$ cat src/rtl/serial_subtractor_pkg.sv
// Shared constants for the bit-serial subtractor.
// Latency: n/a (declarations only).
// Backpressure: n/a (declarations only).
//
// Contents:
//   ST_IDLE / ST_SHIFT / ST_DONE : FSM state encoding
//   cnt_w(width)                 : bit count needed for a counter reaching 'width'
package serial_subtractor_pkg;

  localparam logic [1:0] ST_IDLE  = 2'd0;
  localparam logic [1:0] ST_SHIFT = 2'd1;
  localparam logic [1:0] ST_DONE  = 2'd2;

  // The counter must be able to hold WIDTH itself, because it still
  // increments on the final shift cycle.
  function automatic int cnt_w(input int width);
    return $clog2(width + 1);
  endfunction

endpackage

$ cat src/rtl/serial_subtractor_full_subtractor.sv
// 1-bit full subtractor cell: diff = a - b - bin, with borrow-out.
// Latency: combinational, zero cycles.
// Backpressure: none, pure combinational cell.
//
// Ports (output-first, matching the adder cell):
//   diff : difference bit
//   bout : borrow out
//   a    : minuend bit
//   b    : subtrahend bit
//   bin  : borrow in
module full_subtractor (
  output logic diff,
  output logic bout,
  input  logic a,
  input  logic b,
  input  logic bin
);

  assign diff = a ^ b ^ bin;
  // Borrow when b exceeds a outright, or when a==b and a borrow is pending.
  assign bout = (~a & b) | (~(a ^ b) & bin);

endmodule

$ cat src/rtl/serial_subtractor.sv
// Bit-serial subtractor: diff = a - b - bin mod 2^WIDTH, LSB first, one bit per clock.
// Latency: start accepted at edge k, done pulses in the cycle after edge k+WIDTH+1.
// Backpressure: none; start is only honoured in IDLE, requests while busy are dropped.
//
// Ports:
//   clk, rst        : clock, synchronous active-high reset
//   start           : operation request, sampled only in IDLE
//   a, b, bin       : operands, latched when start is accepted
//   busy            : high while bits are being shifted
//   done            : one-cycle pulse, results valid from here to the next accepted start
//   diff, bout, ovf : result, final borrow, signed overflow
//
// Build option: define SERIAL_SUB_OVF_EN to compute ovf; otherwise ovf is tied to 0.
module serial_subtractor
  import serial_subtractor_pkg::*;
#(
  parameter int WIDTH = 8
) (
  input  logic             clk,
  input  logic             rst,
  input  logic             start,
  input  logic [WIDTH-1:0] a,
  input  logic [WIDTH-1:0] b,
  input  logic             bin,
  output logic             busy,
  output logic             done,
  output logic [WIDTH-1:0] diff,
  output logic             bout,
  output logic             ovf
);

  localparam int              CW   = cnt_w(WIDTH);
  localparam logic [CW-1:0]   LAST = CW'(WIDTH - 1);

  logic [1:0]       state;
  logic [WIDTH-1:0] a_sr;
  logic [WIDTH-1:0] b_sr;
  logic             br;
  logic [CW-1:0]    cnt;

  logic             d_bit;
  logic             br_nx;
  logic             last_bit;
  logic             accept;

  full_subtractor u_cell (
    .diff (d_bit),
    .bout (br_nx),
    .a    (a_sr[0]),
    .b    (b_sr[0]),
    .bin  (br)
  );

  assign busy     = (state == ST_SHIFT);
  assign last_bit = (state == ST_SHIFT) && (cnt == LAST);
  assign accept   = (state == ST_IDLE) && start;

  always_ff @(posedge clk) begin
    if (rst) begin
      state <= ST_IDLE;
      a_sr  <= '0;
      b_sr  <= '0;
      br    <= 1'b0;
      cnt   <= '0;
      diff  <= '0;
      bout  <= 1'b0;
      done  <= 1'b0;
    end else begin
      done <= 1'b0;
      case (state)
        ST_IDLE: begin
          if (start) begin
            a_sr  <= a;
            b_sr  <= b;
            br    <= bin;
            cnt   <= '0;
            bout  <= 1'b0;
            state <= ST_SHIFT;
          end
        end
        ST_SHIFT: begin
          // Entering at the MSB and shifting right leaves bit 0 of the
          // result in diff[0] after WIDTH cycles.
          diff <= {d_bit, diff[WIDTH-1:1]};
          a_sr <= a_sr >> 1;
          b_sr <= b_sr >> 1;
          br   <= br_nx;
          bout <= br_nx;
          cnt  <= cnt + CW'(1);
          if (last_bit) begin
            state <= ST_DONE;
          end
        end
        ST_DONE: begin
          done  <= 1'b1;
          state <= ST_IDLE;
        end
        default: begin
          state <= ST_IDLE;
        end
      endcase
    end
  end

`ifdef SERIAL_SUB_OVF_EN
  logic ovf_q;

  // On the last shift the cell sees the operand sign bits and produces the
  // result sign bit; overflow when operand signs differ and the result sign
  // differs from the minuend's.
  always_ff @(posedge clk) begin
    if (rst) begin
      ovf_q <= 1'b0;
    end else if (accept) begin
      ovf_q <= 1'b0;
    end else if (last_bit) begin
      ovf_q <= (a_sr[0] ^ b_sr[0]) & (a_sr[0] ^ d_bit);
    end
  end

  assign ovf = ovf_q;
`else
  assign ovf = 1'b0;
`endif

endmodule

$ cat config.mk
export PLATFORM = sky130hd
export DESIGN_NAME = serial_subtractor
export DESIGN_NICKNAME = d
export VERILOG_FILES = /design/src/rtl/serial_subtractor_pkg.sv /design/src/rtl/serial_subtractor_full_subtractor.sv /design/src/rtl/serial_subtractor.sv
export SDC_FILE = /design/constraint.sdc
export NUM_CORES = 1
export LEC_CHECK = 0
export CAP_MARGIN = 20
export CORE_UTILIZATION = 30
export CTS_CLUSTER_DIAMETER = 200
export DETAILED_ROUTE_END_ITERATION = 10
export MAX_ROUTING_LAYER = met4
export SLEW_MARGIN = 20
export SYNTH_ARGS = -nofsm -noshare
export SYNTH_HDL_FRONTEND = slang
export SYNTH_SLANG_ARGS = --single-unit
$ cat constraint.sdc
create_clock -name clk -period 1.4 [get_ports clk]
set_input_delay 0.35 -clock clk [delete_from_list [all_inputs] [get_ports clk]]
set_output_delay 0.35 -clock clk [all_outputs]
set_load 0.05 [all_outputs]
; ---- After elaboration in Yosys (flattened, before gate mapping)
; Index checks and enable logic that the tools add are counted.
[classes]
n_eq_ne = 5
muxes = 14
bitwise = 7
add_sub_neg = 1
n_reduce_logical = 5
[ops]
columns = operator, n
row1 = one-hot mux 8 bit (2 select lines), 2
row2 = two-way mux 8 bit, 2
row3 = one-hot mux 4 bit (2 select lines), 1
row4 = adder 4 x 1 -> 4 bit (second input constant), 1
row5 = equality test 4 x 3 -> 1 bit (second input constant), 1
row6 = two-way mux 2 bit, 2
row7 = two-way mux 4 bit, 1
row8 = one-hot mux 1 bit (2 select lines), 2
row9 = one-hot mux 2 bit (2 select lines), 1
row10 = AND reduction 2 bit, 2
row11 = two-way mux 1 bit, 3
row12 = bitwise AND 1 bit, 2
row13 = equality test 2 x 1 -> 1 bit (second input constant), 1
row14 = equality test 2 bit (second input constant), 1
row15 = zero test 2 bit, 1
row16 = inequality test 2 x 1 -> 1 bit (second input constant), 1
row17 = inequality test 2 bit (second input constant), 1
row18 = NOT 1 bit, 2
row19 = nonzero test 2 bit, 1
row20 = bitwise XOR 1 bit, 2
row21 = logical AND 1 bit, 1
row22 = OR 1 bit, 1
[word_totals]
input_bits = 20
register_bits = 33
word_cells = 40

; ---- Logic depth before layout (Yosys ltp)
[logic_depth]
ltp_word = 5
ltp_mapped = 6

; ---- Hierarchy
; Synthesis repeated with hierarchy kept, for this count alone.
[unflattened]
hier_cells = 157
area_unflattened_um2 = 1430.1
[by_module_without_submodules]
columns = module, instances, area_each_um2, cells_per_inst
row1 = serial_subtractor, 1, 1398.8, 153
row2 = full_subtractor, 1, 31.3, 4

; ---- Worst setup path before layout
; OpenSTA, ideal clock, no wires.
[synth_timing]
path_type = reg2out
start = reg state[1]
end = out busy
path_slack_ns = 0.087
arrival_time_ns = 0.963
stages_incl_launch_ff = 5
n_path_buf = 2
path_cell_list = dfxtp_1 buf_6 nand2b_4 inv_2 buf_2
[synth_via]
elab_chain_cells = 1
[synth_lines]
columns = item, line_no
row1 = start: declaration, serial_subtractor.sv:35  ; logic [1:0] state;
row2 = start signal: assignment, serial_subtractor.sv:60  ; state <= ST_IDLE;
row3 = start signal: assignment, serial_subtractor.sv:78  ; state <= ST_SHIFT;
row4 = start signal: assignment, serial_subtractor.sv:91  ; state <= ST_DONE;
row5 = equality test 2 x 1 -> 1 bit, serial_subtractor.sv:54  ; assign busy = (state == ST_SHIFT);
row6 = end: declaration, serial_subtractor.sv:25  ; output logic busy,
; Every way passes these cells.

; ---- Final worst setup path
; Ends and elaborated chain as after synthesis.

==> flow_summary_export.csv <==
group,metric,value,unit
finish,antenna_cells_inserted,0,
placement,place.detailed.instances,262,
timing,report.final.slew_viol_count,0,
finish,leading_cell_types_in_the_layout_fill_and_taps_excluded,"sky130_fd_sc_hd__dfxtp_1 (31), sky130_fd_sc_hd__a21oi_1 (20), sky130_fd_sc_hd__buf_4 (19), sky130_fd_sc_hd__nand2_1 (18), sky130_fd_sc_hd__clkdlybuf4s50_1 (17)",
routing,via_count_of_the_routed_design,1296,
critical_path,worst_setup_path_start_kind,"register",
power_and_ir_drop,totalPowerFinal,2.17,mW
critical_path,crit_chain,"nand2b_4 > inv_4 > buf_8",
power_and_ir_drop,switching_share,27.2,%
critical_path,timing.critical_path.fanout_max,6,
clock_tree,max-clock-path-buffers,2,
logic_synthesis,yosys-mux-area-fraction,0.664,%
global_route,largest_net_degree_at_the_start_of_global_routing,16,
critical_path,cpPeakStageDelay,0.36,ns
timing,finalClockSkew,0.00921,ns
floorplanning,initial_core_util,31.5,%
min_path,hp-class,"reg2reg",
logic_synthesis,flip_flop_and_latch_count_after_synthesis,33,
logic_synthesis,yosysUniqueCellTypes,36,
global_route,globalRouteTotalUtil,14.4,%
finish,layoutNonFillerInstCount,275,
global_route,first_global_vias,1193,
placement,gp_congestion,0.749,
power_and_ir_drop,power_per_cell_area,1010,nW/um^2
clock_tree,tritoncts_clock_tree,"built",
critical_path,critical-path-slowest-cell,"sky130_fd_sc_hd__dfxtp_4",
power_and_ir_drop,power_frac_clock,31.1,%
logic_synthesis,yosys_most_used_dff,"sky130_fd_sc_hd__dfxtp_1",
floorplanning,width_of_the_die,72.9,um
power_and_ir_drop,power.share.combinational,19.8,%
power_and_ir_drop,static-leakage-power,0.852,nW
power_and_ir_drop,worst_ir_drop_vdd,0.000334,V
logic_synthesis,synth.cell_area,1510,um^2
clock_tree,cts-buffers-inserted,5,
routing,drt_drc_violations_left,0,
logic_synthesis,postSynth.asyncResetShare,0,%
global_route,grt_first_pass_wirelength,5460,um
routing,final_ant_viol_nets,0,
routing,detail_route.vias_per_cell,4.71,
critical_path,worst_r2r_endpoint,"br$_SDFFE_PP0P_",
timing,setup_viol,0,
clock_tree,cts_htree_levels,2,
floorplanning,height_of_the_die,72.9,um
routing,firstDrtPassIters,4,
job,maxCapViolations,0,
finish,final_layout_size_suffix_gt1_share,26.4,%
power_and_ir_drop,power.share.sequential,49.0,%
finish,finalNetCount,229,
logic_synthesis,synth_area_per_cell,9.24,um^2
finish,final_cell_area,2150,um^2
critical_path,cp-end-kind,"output port",
min_path,hold_path.startpoint,"b_sr[2]$_SDFFE_PP0P_",
logic_synthesis,synth_compound_area_share,24.8,%
routing,wl_per_cell,12.3,um
clock_tree,clock_pin_slew_on_the_worst_setup_and_hold_paths,0.07,ns
timing,timing.final.crit_share,98.1,%
logic_synthesis,synth_sequential_area_ratio,43.9,%
placement,dpl.hpwl,2410,um
placement,dpl_cell_area,2010,um^2
logic_synthesis,synthSimpleGateAreaFrac,19.8,%
logic_synthesis,yosysWarningCount,0,
critical_path,critical_path_class,"reg2out",
finish,synthToLayoutAreaGrowth,42.8,%
critical_path,worst-r2r-cell-count,4,
min_path,min_to,"b_sr[1]$_SDFFE_PP0P_",
critical_path,worst_r2r_startpoint,"b_sr[0]$_SDFFE_PP0P_",
logic_synthesis,synth_fp_nets,185,
finish,most_common_library_cell_in_the_layout_ignoring_fill_and_taps,"sky130_fd_sc_hd__dfxtp_1",
clock_tree,clock_sink_count,33,
timing,finalHoldViolCount,0,
finish,utilization,44.9,%
clock_tree,worst_skew_pair.late_latency,0.28,ns
critical_path,worstPathRequired,1.05,ns
floorplanning,number_of_placement_rows,25,
logic_synthesis,synth-adder-area-share,2.16,%
floorplanning,core_area,4790,um^2
floorplanning,io_pins,32,
placement,portBuffers,30,
logic_synthesis,yosys.area_share.xor_xnor,0,%
min_path,holdPathStages,1,
global_route,antenna_found_initial,0,
global_route,gr-total-overflow,0,
status,status,"completed",
timing,max_clock_freq,728,MHz
routing,drt_first_iter_violations,67,
logic_synthesis,post_synth_inst_count,163,
logic_synthesis,dominant_combinational_cell_family_by_area_after_synthesis,"compound AO/OA/AOI/OAI gates",
routing,wire_length_after_detailed_routing,3400,um
critical_path,setup.reg_to_reg.worst_slack,0.14,ns
critical_path,arrival,1.02,ns
power_and_ir_drop,p_sw,589,uW
clock_tree,cts.root.buffer_cell,"sky130_fd_sc_hd__clkbuf_8",
floorplanning,die_area,5310,um^2
timing,finalWorstPathRequiredPeriod,1.37,ns
power_and_ir_drop,internal_power,1.58,mW
logic_synthesis,synth_enable_flop_cells,0,
sequential cells by signal, summed over array words and instances (netlist names):
register / cells
diff: 8
br: 1
state: 2
cnt: 4
b_sr: 8
bout: 1
done: 1
a_sr: 8
power by group through the flow:
stage               logic [mW]  clock network [mW]  registers, mW
CTS                      0.422               0.700           1.06
detailed placement       0.410                   0           1.08
floorplan                0.256                   0           1.08
finish                   0.430               0.675           1.06
global route             0.466               0.747           1.07
global placement         0.408                   0           1.08
critical path: cells and delay by family, from the launching register on:
family / cells / cell delay (ns)
buf+inv: 2 / 0.22
flops: 1 / 0.36
simple gates: 1 / 0.16
logic make-up after synthesis:
family | after synthesis
other | 1
adder cells (fa/ha/maj) | 2
AND/OR/NAND/NOR | 56
multiplexers | 1
AO/OA/AOI/OAI | 48
buffers and inverters | 22
flip-flops | 33
synth_stat cells, types with 2 or more instances:
cell type | instances | area, um^2
sky130_fd_sc_hd__buf_2 | 4 | 20.0
sky130_fd_sc_hd__nor2_1 | 17 | 63.8
sky130_fd_sc_hd__inv_1 | 8 | 30.0
sky130_fd_sc_hd__nand2_1 | 18 | 67.6
sky130_fd_sc_hd__nor3b_1 | 2 | 15.0
sky130_fd_sc_hd__a21oi_1 | 20 | 100
sky130_fd_sc_hd__dfxtp_1 | 33 | 661
sky130_fd_sc_hd__a22o_1 | 3 | 26.3
sky130_fd_sc_hd__a2111oi_2 | 4 | 60.1
sky130_fd_sc_hd__clkbuf_1 | 2 | 7.51
sky130_fd_sc_hd__nor2b_1 | 5 | 31.3
sky130_fd_sc_hd__nand3_1 | 2 | 10.0
sky130_fd_sc_hd__and2_1 | 5 | 31.3
sky130_fd_sc_hd__o22ai_1 | 5 | 31.3
sky130_fd_sc_hd__a221o_1 | 6 | 60.1
sky130_fd_sc_hd__o221a_2 | 5 | 56.3
sky130_fd_sc_hd__buf_6 | 5 | 56.3
area by class of cell:
type	instances	area, um^2
tap	67	83.8
clock buffer	8	80.1
timing repair buffer	50	561
sequential	33	668
fill	476	2640
inverter	9	36.3
multi-input combinational	108	722
metal layers:
metal / GRT usage (%) / part of all wire [%] / wire [um]
met1: 18.7 / 50 / 1680
met2: 20.2 / 44 / 1490
met3: 3.73 / 3.9 / 132
met4: 7.84 / 2.5 / 84
met5: - / 0 / 0
timing repair:
| item | CTS | global route |
|---|---|---|
| buffers inserted | 0 | 5 |
| endpoints found under the setup margin | 11 | 3 |
| hold buffers | 0 | 0 |
| gates resized for setup | 9 | 3 |
metrics by stage:
step	hold slack (ns)	TNS, ns	setup slack (ns)
after detailed placement	0.476	-6.05	-0.365
after global placement	0.477	-5.37	-0.318
final	0.493	0	0.0263
after CTS	0.493	-0.0455	-0.0455
after global routing	0.512	-0.0102	-0.0102
after floorplan	0.450	0	0.0869
worst max-delay path by stage:
stage / slack (ns) / depth (start not counted) / from / endpoint
6_report: 0.03 / 3 / state[1]$_SDFFE_PP0P_ / busy
2_1_floorplan: 0.09 / 4 / state[1]$_SDFFE_PP0P_ / busy
5_1_grt: -0.01 / 3 / state[1]$_SDFFE_PP0P_ / busy
4_1_cts: -0.05 / 3 / state[1]$_SDFFE_PP0P_ / busy
3_3_place_gp: -0.32 / 4 / start / a_sr[1]$_SDFFE_PP0P_
3_5_place_dp: -0.36 / 4 / start / a_sr[2]$_SDFFE_PP0P_
Note: power is estimated with default switching activity, not from simulation.
